$ cat src/rtl/mmio_timer_multi_pkg.sv
// Shared register map, CTRL bit positions and reset constants for the multi-channel machine timer.
// Latency: none (declarations only); no backpressure.
package mmio_timer_multi_pkg;

    localparam int TMR_MTIME_LO   = 'h00;
    localparam int TMR_MTIME_HI   = 'h04;
    localparam int TMR_PRESC      = 'h08;
    localparam int TMR_CTRL       = 'h0C;
    localparam int TMR_CMP_BASE   = 'h10;
    localparam int TMR_CMP_STRIDE = 'h08;

    localparam int CTRL_EN_BIT = 0;
    localparam int CTRL_IE_LSB = 16;

    localparam logic [63:0] TMR_CMP_RST = 64'hFFFF_FFFF_FFFF_FFFF;

    function automatic int cmp_lo_off(input int idx);
        return TMR_CMP_BASE + idx * TMR_CMP_STRIDE;
    endfunction

endpackage

$ cat src/rtl/mmio_timer_cmp_ch.sv
// One mtimecmp channel: register pair with its own write decode and a registered level irq.
// Latency: compare result registered, irq follows the condition by 1 clk; no backpressure.
module mmio_timer_cmp_ch
    import mmio_timer_multi_pkg::*;
#(
    parameter int ADDR_W = 8,
    parameter int IDX    = 0
) (
    input  logic              clk,
    input  logic              reset,
    input  logic              wr_en,
    input  logic [ADDR_W-1:0] waddr,
    input  logic [31:0]       wdata,
    input  logic [63:0]       mtime,
    input  logic              ie,
    output logic [63:0]       cmp,
    output logic              irq
);

    localparam logic [ADDR_W-1:0] LO_ADDR = ADDR_W'(cmp_lo_off(IDX));
    localparam logic [ADDR_W-1:0] HI_ADDR = ADDR_W'(cmp_lo_off(IDX) + 4);

    logic [63:0] cmp_q, cmp_d;
    logic        irq_q, irq_d;

    always_comb begin
        cmp_d = cmp_q;
        if (wr_en && (waddr == LO_ADDR)) cmp_d[31:0]  = wdata;
        if (wr_en && (waddr == HI_ADDR)) cmp_d[63:32] = wdata;
        // Compare uses the current register values, so a cmp/ie change shows up one clk later.
        irq_d = ie & (mtime >= cmp_q);
    end

    always_ff @(posedge clk or negedge reset) begin
        if (!reset) begin
            cmp_q <= TMR_CMP_RST;
            irq_q <= 1'b0;
        end else begin
            cmp_q <= cmp_d;
            irq_q <= irq_d;
        end
    end

    assign cmp = cmp_q;
    assign irq = irq_q;

endmodule

$ cat src/rtl/mmio_timer_multi.sv
// Memory-mapped 64-bit mtime with prescaler, global enable and NCMP compare channels with level irqs.
// Latency: reads return 1 clk after the strobe; no backpressure, a strobe is accepted every cycle.
module mmio_timer_multi
    import mmio_timer_multi_pkg::*;
#(
    parameter int XLEN    = 32,
    parameter int NCMP    = 2,
    parameter int ADDR_W  = 8,
    parameter int PRESC_W = 8
) (
    input  logic              clk,
    input  logic              reset,
    input  logic              sel,
    input  logic              we,
    input  logic [ADDR_W-1:0] addr,
    input  logic [XLEN-1:0]   wdata,
    output logic [XLEN-1:0]   rdata,
    output logic [NCMP-1:0]   timer_irq
);

    localparam logic [ADDR_W-1:0] A_MTIME_LO = ADDR_W'(TMR_MTIME_LO);
    localparam logic [ADDR_W-1:0] A_MTIME_HI = ADDR_W'(TMR_MTIME_HI);
    localparam logic [ADDR_W-1:0] A_PRESC    = ADDR_W'(TMR_PRESC);
    localparam logic [ADDR_W-1:0] A_CTRL     = ADDR_W'(TMR_CTRL);

    logic [63:0]        mtime_q, mtime_d;
    logic [31:0]        shadow_q, shadow_d;
    logic [PRESC_W-1:0] presc_q, presc_d;
    logic [PRESC_W-1:0] pcnt_q, pcnt_d;
    logic               ctrl_en_q, ctrl_en_d;
    logic [NCMP-1:0]    ie_q, ie_d;
    logic [XLEN-1:0]    rdata_q, rdata_d;

    logic              wr_en, rd_en, tick;
    logic [ADDR_W-1:0] waddr;
    logic [63:0]       cmp_val [NCMP];
    logic              unused_addr_lsbs;

    assign waddr            = {addr[ADDR_W-1:2], 2'b00};
    assign unused_addr_lsbs = ^addr[1:0];
    assign wr_en            = sel & we;
    assign rd_en            = sel & ~we;
    assign tick             = ctrl_en_q && (pcnt_q == presc_q);

    always_comb begin
        mtime_d   = tick ? mtime_q + 64'd1 : mtime_q;
        pcnt_d    = pcnt_q;
        presc_d   = presc_q;
        ctrl_en_d = ctrl_en_q;
        ie_d      = ie_q;
        shadow_d  = shadow_q;
        rdata_d   = rdata_q;

        if (ctrl_en_q) pcnt_d = tick ? '0 : pcnt_q + PRESC_W'(1);

        // A software write to either mtime half overrides that cycle's tick entirely.
        if (wr_en) begin
            case (waddr)
                A_MTIME_LO: mtime_d = {mtime_q[63:32], wdata};
                A_MTIME_HI: mtime_d = {wdata, mtime_q[31:0]};
                A_PRESC: begin
                    presc_d = wdata[PRESC_W-1:0];
                    pcnt_d  = '0;
                end
                A_CTRL: begin
                    ctrl_en_d = wdata[CTRL_EN_BIT];
                    ie_d      = wdata[CTRL_IE_LSB +: NCMP];
                end
                default: ;
            endcase
        end

        if (rd_en) begin
            rdata_d = '0;
            case (waddr)
                A_MTIME_LO: begin
                    rdata_d  = mtime_q[31:0];
                    shadow_d = mtime_q[63:32];
                end
                A_MTIME_HI: rdata_d = shadow_q;
                A_PRESC:    rdata_d[PRESC_W-1:0] = presc_q;
                A_CTRL: begin
                    rdata_d[CTRL_EN_BIT]          = ctrl_en_q;
                    rdata_d[CTRL_IE_LSB +: NCMP]  = ie_q;
                end
                default: ;
            endcase
            for (int i = 0; i < NCMP; i++) begin
                if (waddr == ADDR_W'(cmp_lo_off(i)))     rdata_d = cmp_val[i][31:0];
                if (waddr == ADDR_W'(cmp_lo_off(i) + 4)) rdata_d = cmp_val[i][63:32];
            end
        end
    end

    always_ff @(posedge clk or negedge reset) begin
        if (!reset) begin
            mtime_q   <= '0;
            shadow_q  <= '0;
            presc_q   <= '0;
            pcnt_q    <= '0;
            ctrl_en_q <= 1'b0;
            ie_q      <= '0;
            rdata_q   <= '0;
        end else begin
            mtime_q   <= mtime_d;
            shadow_q  <= shadow_d;
            presc_q   <= presc_d;
            pcnt_q    <= pcnt_d;
            ctrl_en_q <= ctrl_en_d;
            ie_q      <= ie_d;
            rdata_q   <= rdata_d;
        end
    end

    for (genvar g = 0; g < NCMP; g++) begin : g_cmp
        mmio_timer_cmp_ch #(
            .ADDR_W (ADDR_W),
            .IDX    (g)
        ) u_cmp_ch (
            .clk   (clk),
            .reset (reset),
            .wr_en (wr_en),
            .waddr (waddr),
            .wdata (wdata),
            .mtime (mtime_q),
            .ie    (ie_q[g]),
            .cmp   (cmp_val[g]),
            .irq   (timer_irq[g])
        );
    end

    assign rdata = rdata_q;

endmodule

$ cat config.mk
export PLATFORM = sky130hd
export DESIGN_NAME = mmio_timer_multi
export DESIGN_NICKNAME = d
export VERILOG_FILES = /design/src/rtl/mmio_timer_multi_pkg.sv /design/src/rtl/mmio_timer_cmp_ch.sv /design/src/rtl/mmio_timer_multi.sv
export SDC_FILE = /design/constraint.sdc
export NUM_CORES = 1
export LEC_CHECK = 0
export ABC_AREA = 1
export BUFFER_PORTS_ARGS = -buffer_cell sky130_fd_sc_hd__buf_2
export CAP_MARGIN = 20
export CELL_PAD_IN_SITES_DETAIL_PLACEMENT = 1
export CELL_PAD_IN_SITES_GLOBAL_PLACEMENT = 1
export CORE_MARGIN = 8
export CORE_UTILIZATION = 30
export CTS_CLUSTER_DIAMETER = 80
export DETAILED_ROUTE_END_ITERATION = 10
export GPL_TIMING_DRIVEN = 0
export PLACE_DENSITY_LB_ADDON = 0.1
export SLEW_MARGIN = 20
export SYNTH_ARGS = -nofsm -noshare
export SYNTH_HDL_FRONTEND = slang
export SYNTH_SLANG_ARGS = --single-unit
$ cat constraint.sdc
create_clock -name clk -period 2.1 [get_ports clk]
set_input_delay 0.105 -clock clk [delete_from_list [all_inputs] [get_ports clk]]
set_output_delay 0.105 -clock clk [all_outputs]
set_load 0.005 [all_outputs]
Word level (Yosys, flattened, before mapping)

Cells that the tools add are included.
W data, S select, Z words.

Logic and storage cells: 58
Bits in registers: 277
Output and inout port bits: 34

Equality and inequality tests: 10
Magnitude comparators: 2
Bitwise operators: 5
Mux-type cells: 16
$add $sub $neg: 2
Reduce and logical (&&, ||, !) cells: 9

Operators with widths:

| cell                    | number |
|---|---|
| $ge A64 B64 Y1          | 2 |
| $mux W32                | 4 |
| $mux W64                | 2 |
| $pmux W64 S2            | 1 |
| $add A64 B1 Y64 const B | 1 |
| $mux W8                 | 4 |
| $pmux W14 S2            | 1 |
| $eq A6 B3 Y1 const B    | 4 |
| $pmux W7 S3             | 1 |
| $pmux W8 S2             | 1 |
| $eq A6 B2 Y1 const B    | 2 |
| $add A8 B1 Y8 const B   | 1 |
| $eq A8 B8 Y1            | 1 |
| $logic_not A8 Y1        | 1 |
| $eq A6 B1 Y1 const B    | 1 |
| $pmux W2 S3             | 1 |
| $reduce_and A2 Y1       | 3 |
| $logic_and A1 B1 Y1     | 5 |
| $and A1 B1 Y1           | 4 |
| $ne A2 B2 Y1 const B    | 2 |
| $pmux W1 S4             | 1 |
| $not A1 Y1              | 1 |

Logic depth before layout (Yosys ltp)

Word-level depth: 6
Gate-level depth with buffers: 16
Gate-level depth less buffers: 16

By module

Synthesis repeated with hierarchy kept, for this count alone.

Cells, all modules: 2494
Area total of the unflattened synthesis: 18636.6 um2

By module, submodules not included:

| module                                 | cells an instance | seq. area each (um2) | area an instance (um2) | times used |
|---|---|---|---|---|
| mmio_timer_multi                       | 1443              | 3678.5               | 9775.6                 | 1 |
| mmio_timer_cmp_ch at g_cmp[0].u_cmp_ch | 525               | 1706.6               | 4474.3                 | 1 |
| mmio_timer_cmp_ch at g_cmp[1].u_cmp_ch | 526               | 1706.6               | 4386.7                 | 1 |

Worst setup path after synthesis

No wires, ideal clock.

Path kind: reg-to-reg
Start point: register g_cmp[1].u_cmp_ch.cmp_q[63]
End point: register g_cmp[1].u_cmp_ch.irq_q
Data arrival time: 1708 ps
Cell stages (with the launch flop): 12
Slack: 330 ps
Period minus slack after synthesis: 1770 ps
Buffers on the path: 0
Library setup time: 63 ps
Required time: 2037 ps
Cells stage by stage: dfstp_2 > inv_1 > ha_1 > nand2_1 > nor2_1 > nor3b_1 > and2_1 > and3_1 > nand2_1 > nand3_1 > nand2_1 > inv_1

Word-level cells in the longest chain between the ends: 2

RTL lines:

| what                              | line                    | RTL |
|---|---|---|
| from (decl)                       | mmio_timer_cmp_ch.sv:23 | `logic [63:0] cmp_q, cmp_d;` |
| from (signal assigned)            | mmio_timer_cmp_ch.sv:39 | `cmp_q <= cmp_d;` |
| $ge A64 B64 Y1                    | mmio_timer_cmp_ch.sv:31 | `irq_d = ie & (mtime >= cmp_q);` |
| $and A1 B1 Y1                     | mmio_timer_cmp_ch.sv:31 |  |
| named net g_cmp[1].u_cmp_ch.irq_d | mmio_timer_cmp_ch.sv:24 | `logic irq_q, irq_d;` |
| to (signal assigned)              | mmio_timer_cmp_ch.sv:40 | `irq_q <= irq_d;` |
| to (decl)                         | mmio_timer_cmp_ch.sv:24 |  |

The timed path passes the listed nets, and every way through them passes these cells.
A chain may end at the register's enable or synchronous reset.

Final worst setup path

Start point: register mtime_q[58]
End point: register g_cmp[0].u_cmp_ch.irq_q

Word-level cells in the longest chain between the ends: 2

RTL lines:

| what                              | line                    | RTL |
|---|---|---|
| from (decl)                       | mmio_timer_multi.sv:26  | `logic [63:0] mtime_q, mtime_d;` |
| from (signal assigned)            | mmio_timer_multi.sv:105 | `mtime_q <= mtime_d;` |
| $ge A64 B64 Y1                    | mmio_timer_cmp_ch.sv:31 |  |
| $and A1 B1 Y1                     | mmio_timer_cmp_ch.sv:31 |  |
| named net g_cmp[0].u_cmp_ch.irq_d | mmio_timer_cmp_ch.sv:24 |  |
| to (signal assigned)              | mmio_timer_cmp_ch.sv:40 |  |
| to (decl)                         | mmio_timer_cmp_ch.sv:24 |  |

The timed path passes the listed nets, and every way through them passes these cells.

==> qor.txt <==
Status -> finished with violations
Failing checks -> negative setup slack
Starting Density -> 30.28%
Post-synth top flop -> dfrtp_1
Mapped cell area -> 18,650 um2
Clk slew on worst S/H paths -> 0.06 ns
CTS Root Cell -> clkbuf_16
Final min period -> 2.131 ns
Via/cell ratio -> 5.264
Multi-input logic area -> 10,430 um2
Post-Synth XOR/XNOR Area -> 0.8923%
Initial DRC count -> 1,490
#FFs+latches synth -> 277
CTS tree -> done
Net Count, Synth -> 2,776
Antenna violations before repair -> 3
Most frequent cells in the layout -> nand2_1 (771), inv_1 (305), o21ai_0 (232)
TritonCTS buffer count -> 41
H-tree levels -> 2
Die boundary width -> 265.3 um
CP Data Arrival Time -> 2.61 ns
Synth Area per Inst -> 7.167 um2
Fillers -> 7,599
Worst-skew pair later-pin latency -> 0.58 ns
Crit Path Class -> reg2reg
Worst IR Drop VDD -> 0.4759 mV
Total of max-cap violations -> 0
Largest net degree at the start of global routing -> 85
Max Freq -> 469.2 MHz
Slew headroom -> 29.49%
Core area -> 61,600 um2
Fin Hold WS -> 0.03580 ns
Origin of the critical flop-to-flop path -> mtime_q[58]$_DFFE_PN0P_
Skew final -> 0.03733 ns
Syn-to-layout area delta -> 24.63%
Gr usage total -> 25.58%
Leak pwr -> 9.920 nW
Period utilization -> 101.5%
CP endpoint kind -> flip-flop
I/O Pins -> 78
Row cnt -> 91
Drt drc -> 0
CP Max Fanout -> 9
Ratio of cells with drive above 1 in the final layout -> 22.18%
Placed Area -> 20,160 um2
Final setup violation count -> 1
Post-synthesis instance total -> 2,602
First-pass GRT wire length -> 133.8 mm
CTS sink cnt -> 277
Port Buffers -> 75
Post-synthesis mux area share -> 0.06038%
Design Area, Final -> 23,240 um2
Nets -> 3,001
Post-DRT Antenna Nets -> 0
Ys async rst share -> 100.0%
Yosys cell types -> 45
Final Util -> 37.73%
Unrepaired setup endpoints after global routing -> yes
Antenna cells -> 0
Worst-Margin Slew -> 1.058 ns
Total gr overflow -> 0
Hold Crit Class -> in2async
Reg area -> 7169 um2
Drt total wl -> 91.94 mm
Maximum clock insertion buffer count -> 3
Chip Height -> 265.3 um
Reg2reg end -> g_cmp[0].u_cmp_ch.irq$_DFF_PN0_
Synth Warn # -> 0
Vias in the first global route -> 19,710
CP Launch Type -> flip-flop
Final hold violation count -> 0
Final setup margin -> -0.03133 ns
DP Wirelength -> 72.32 mm
Via count -> 19,460
Compound-Gate Fraction of Synth Area -> 16.11%
Dpl ws -> -0.7910 ns
Main combinational cell family by area after synthesis -> simple AND/OR/NAND/NOR gates
Commonest non-fill, non-tap cell in the layout -> nand2_1
Final GP Congestion -> 0.9596
DIE AREA -> 70,400 um2
Synth Area in Simple Gates -> 27.15%
Adder-cell area share of the yosys netlist -> 8.722%
Post-synth EDFFs -> 0
Power Density -> 828.2 nW/um2
CP required -> 2.57 ns
Drt first pass iters -> 5
Slew Limit Fails -> 0
Post-synthesis sequential area ratio -> 38.03%
Reg2Reg Depth -> 9
WL/cell -> 24.88 um
R2r setup slk -> -0.03 ns
## cells in the mapped netlist, types with 3 or more instances
library cell  instances  area (um2)
or2_2                 3       18.77
inv_2                11       41.29
and3_1                3       18.77
buf_4                 7       52.55
o21ai_0             242        1211
nor4_1                5       31.28
a22oi_1              32       240.2
clkbuf_1             39       146.4
nand2_1             798        2995
buf_2                36       180.2
o211ai_1             29       217.7
o22ai_1               3       18.77
xor2_1               16       140.1
xnor2_1               3       26.28
o21ai_1              23       115.1
buf_6                 4       45.04
buf_1                 4       15.01
nand2_2              10       62.56
dfrtp_1             149        3729
o21bai_1              8       60.06
ha_1                130        1627
nor2_1              210       788.3
nor2_4                9       101.4
o2111ai_1            28       245.2
inv_1               315        1182
nor3_1               21       105.1
nand3_1              95       475.5
nor3b_1               4       30.03
nand3_2               5       50.05
a21oi_1             142       710.7
nor2_2               20       125.1
o21a_1                4       30.03
a31oi_1              17       106.4
nand4_1              34       212.7
dfstp_2             128        3363
## sequential cells by signal, indices dropped and copies added, names as in the netlist
name / cells
g_cmp.u_cmp_ch.cmp: 128
g_cmp.u_cmp_ch.irq: 2
ie_q: 2
pcnt_q: 8
ctrl_en_q: 1
rdata: 32
presc_q: 8
shadow_q: 32
mtime_q: 64
## repair_timing
item	in CTS	in global routing
resized for setup	105	121
setup buffers	20	49
hold buffers	34	0
endpoints found under the hold margin	223	0
endpoints found under the setup margin	67	52
cloned	0	1
pin swaps	8	19
## per-layer routing
layer	vias to the layer above	GRT usage, %	part of all wire [%]
li1	8972	-	-
met1	9876	36.52	47
met2	496	40.36	45
met3	113	3.878	5.7
met4	0	6.006	2.2
met5	-	0	0
## metrics by stage
step	instances	total power, mW	TNS, ns
floorplan	2602	9.057	0
global placement	3514	10.86	-1113.73
detailed placement	3517	11.06	-43.47
CTS	3646	18.94	-0.1687
global route	3696	20.24	-0.2574
finish	3696	19.25	-0.03133
## kinds of logic after synthesis
family,after synthesis
and+or+nand+nor,1223
muxes,1
adders and majority gates,130
AOI/OAI and AO/OA,534
buffers and inverters,418
xor gates and xnor gates,19
DFF,277
## power by group
part	internal [mW]	switching, mW	total (mW)
combinational	1.85	3.01	4.86
clock	4.53	2.91	7.44
sequential	6.04	0.913	6.96
total	12.4	6.83	19.3
## final cells by class
class	instances	area share, %
timing repair buffer	182	6.282
buffer	92	2.073
clock buffer	56	5.006
tap	837	4.506
inverter	326	5.292
multi-input combinational	1907	44.86
sequential	277	30.85
clock inverter	19	1.130
## worst max-delay path, stage by stage, from the launching register on
cell     delay, ns
dfrtp_1       0.57
ha_1          0.32
nand2_2       0.10
o21ai_1       0.09
a21oi_2       0.34
nand2_2       0.16
a21oi_2       0.19
nand3_1       0.10
nand2_2       0.11
inv_1         0.05
## worst max-delay path by stage
| stage | start | slack (ns) | cells past startpoint | end |
|---|---|---|---|---|
| floorplan | g_cmp[1].u_cmp_ch.cmp[63]$_DFFE_PN1P_ | 0.33 | 11 | g_cmp[1].u_cmp_ch.irq$_DFF_PN0_ |
| CTS | g_cmp[0].u_cmp_ch.cmp[63]$_DFFE_PN1P_ | -0.17 | 10 | g_cmp[0].u_cmp_ch.irq$_DFF_PN0_ |
| detailed placement | addr[7] | -0.79 | 7 | g_cmp[0].u_cmp_ch.cmp[63]$_DFFE_PN1P_ |
| finish | mtime_q[58]$_DFFE_PN0P_ | -0.03 | 9 | g_cmp[0].u_cmp_ch.irq$_DFF_PN0_ |
| global placement | reset | -4.81 | 1 | rdata[30]$_DFFE_PN0P_ |
| global route | mtime_q[33]$_DFFE_PN0P_ | -0.09 | 12 | g_cmp[0].u_cmp_ch.irq$_DFF_PN0_ |
No activity file was read; power rests on OpenSTA's default activity.
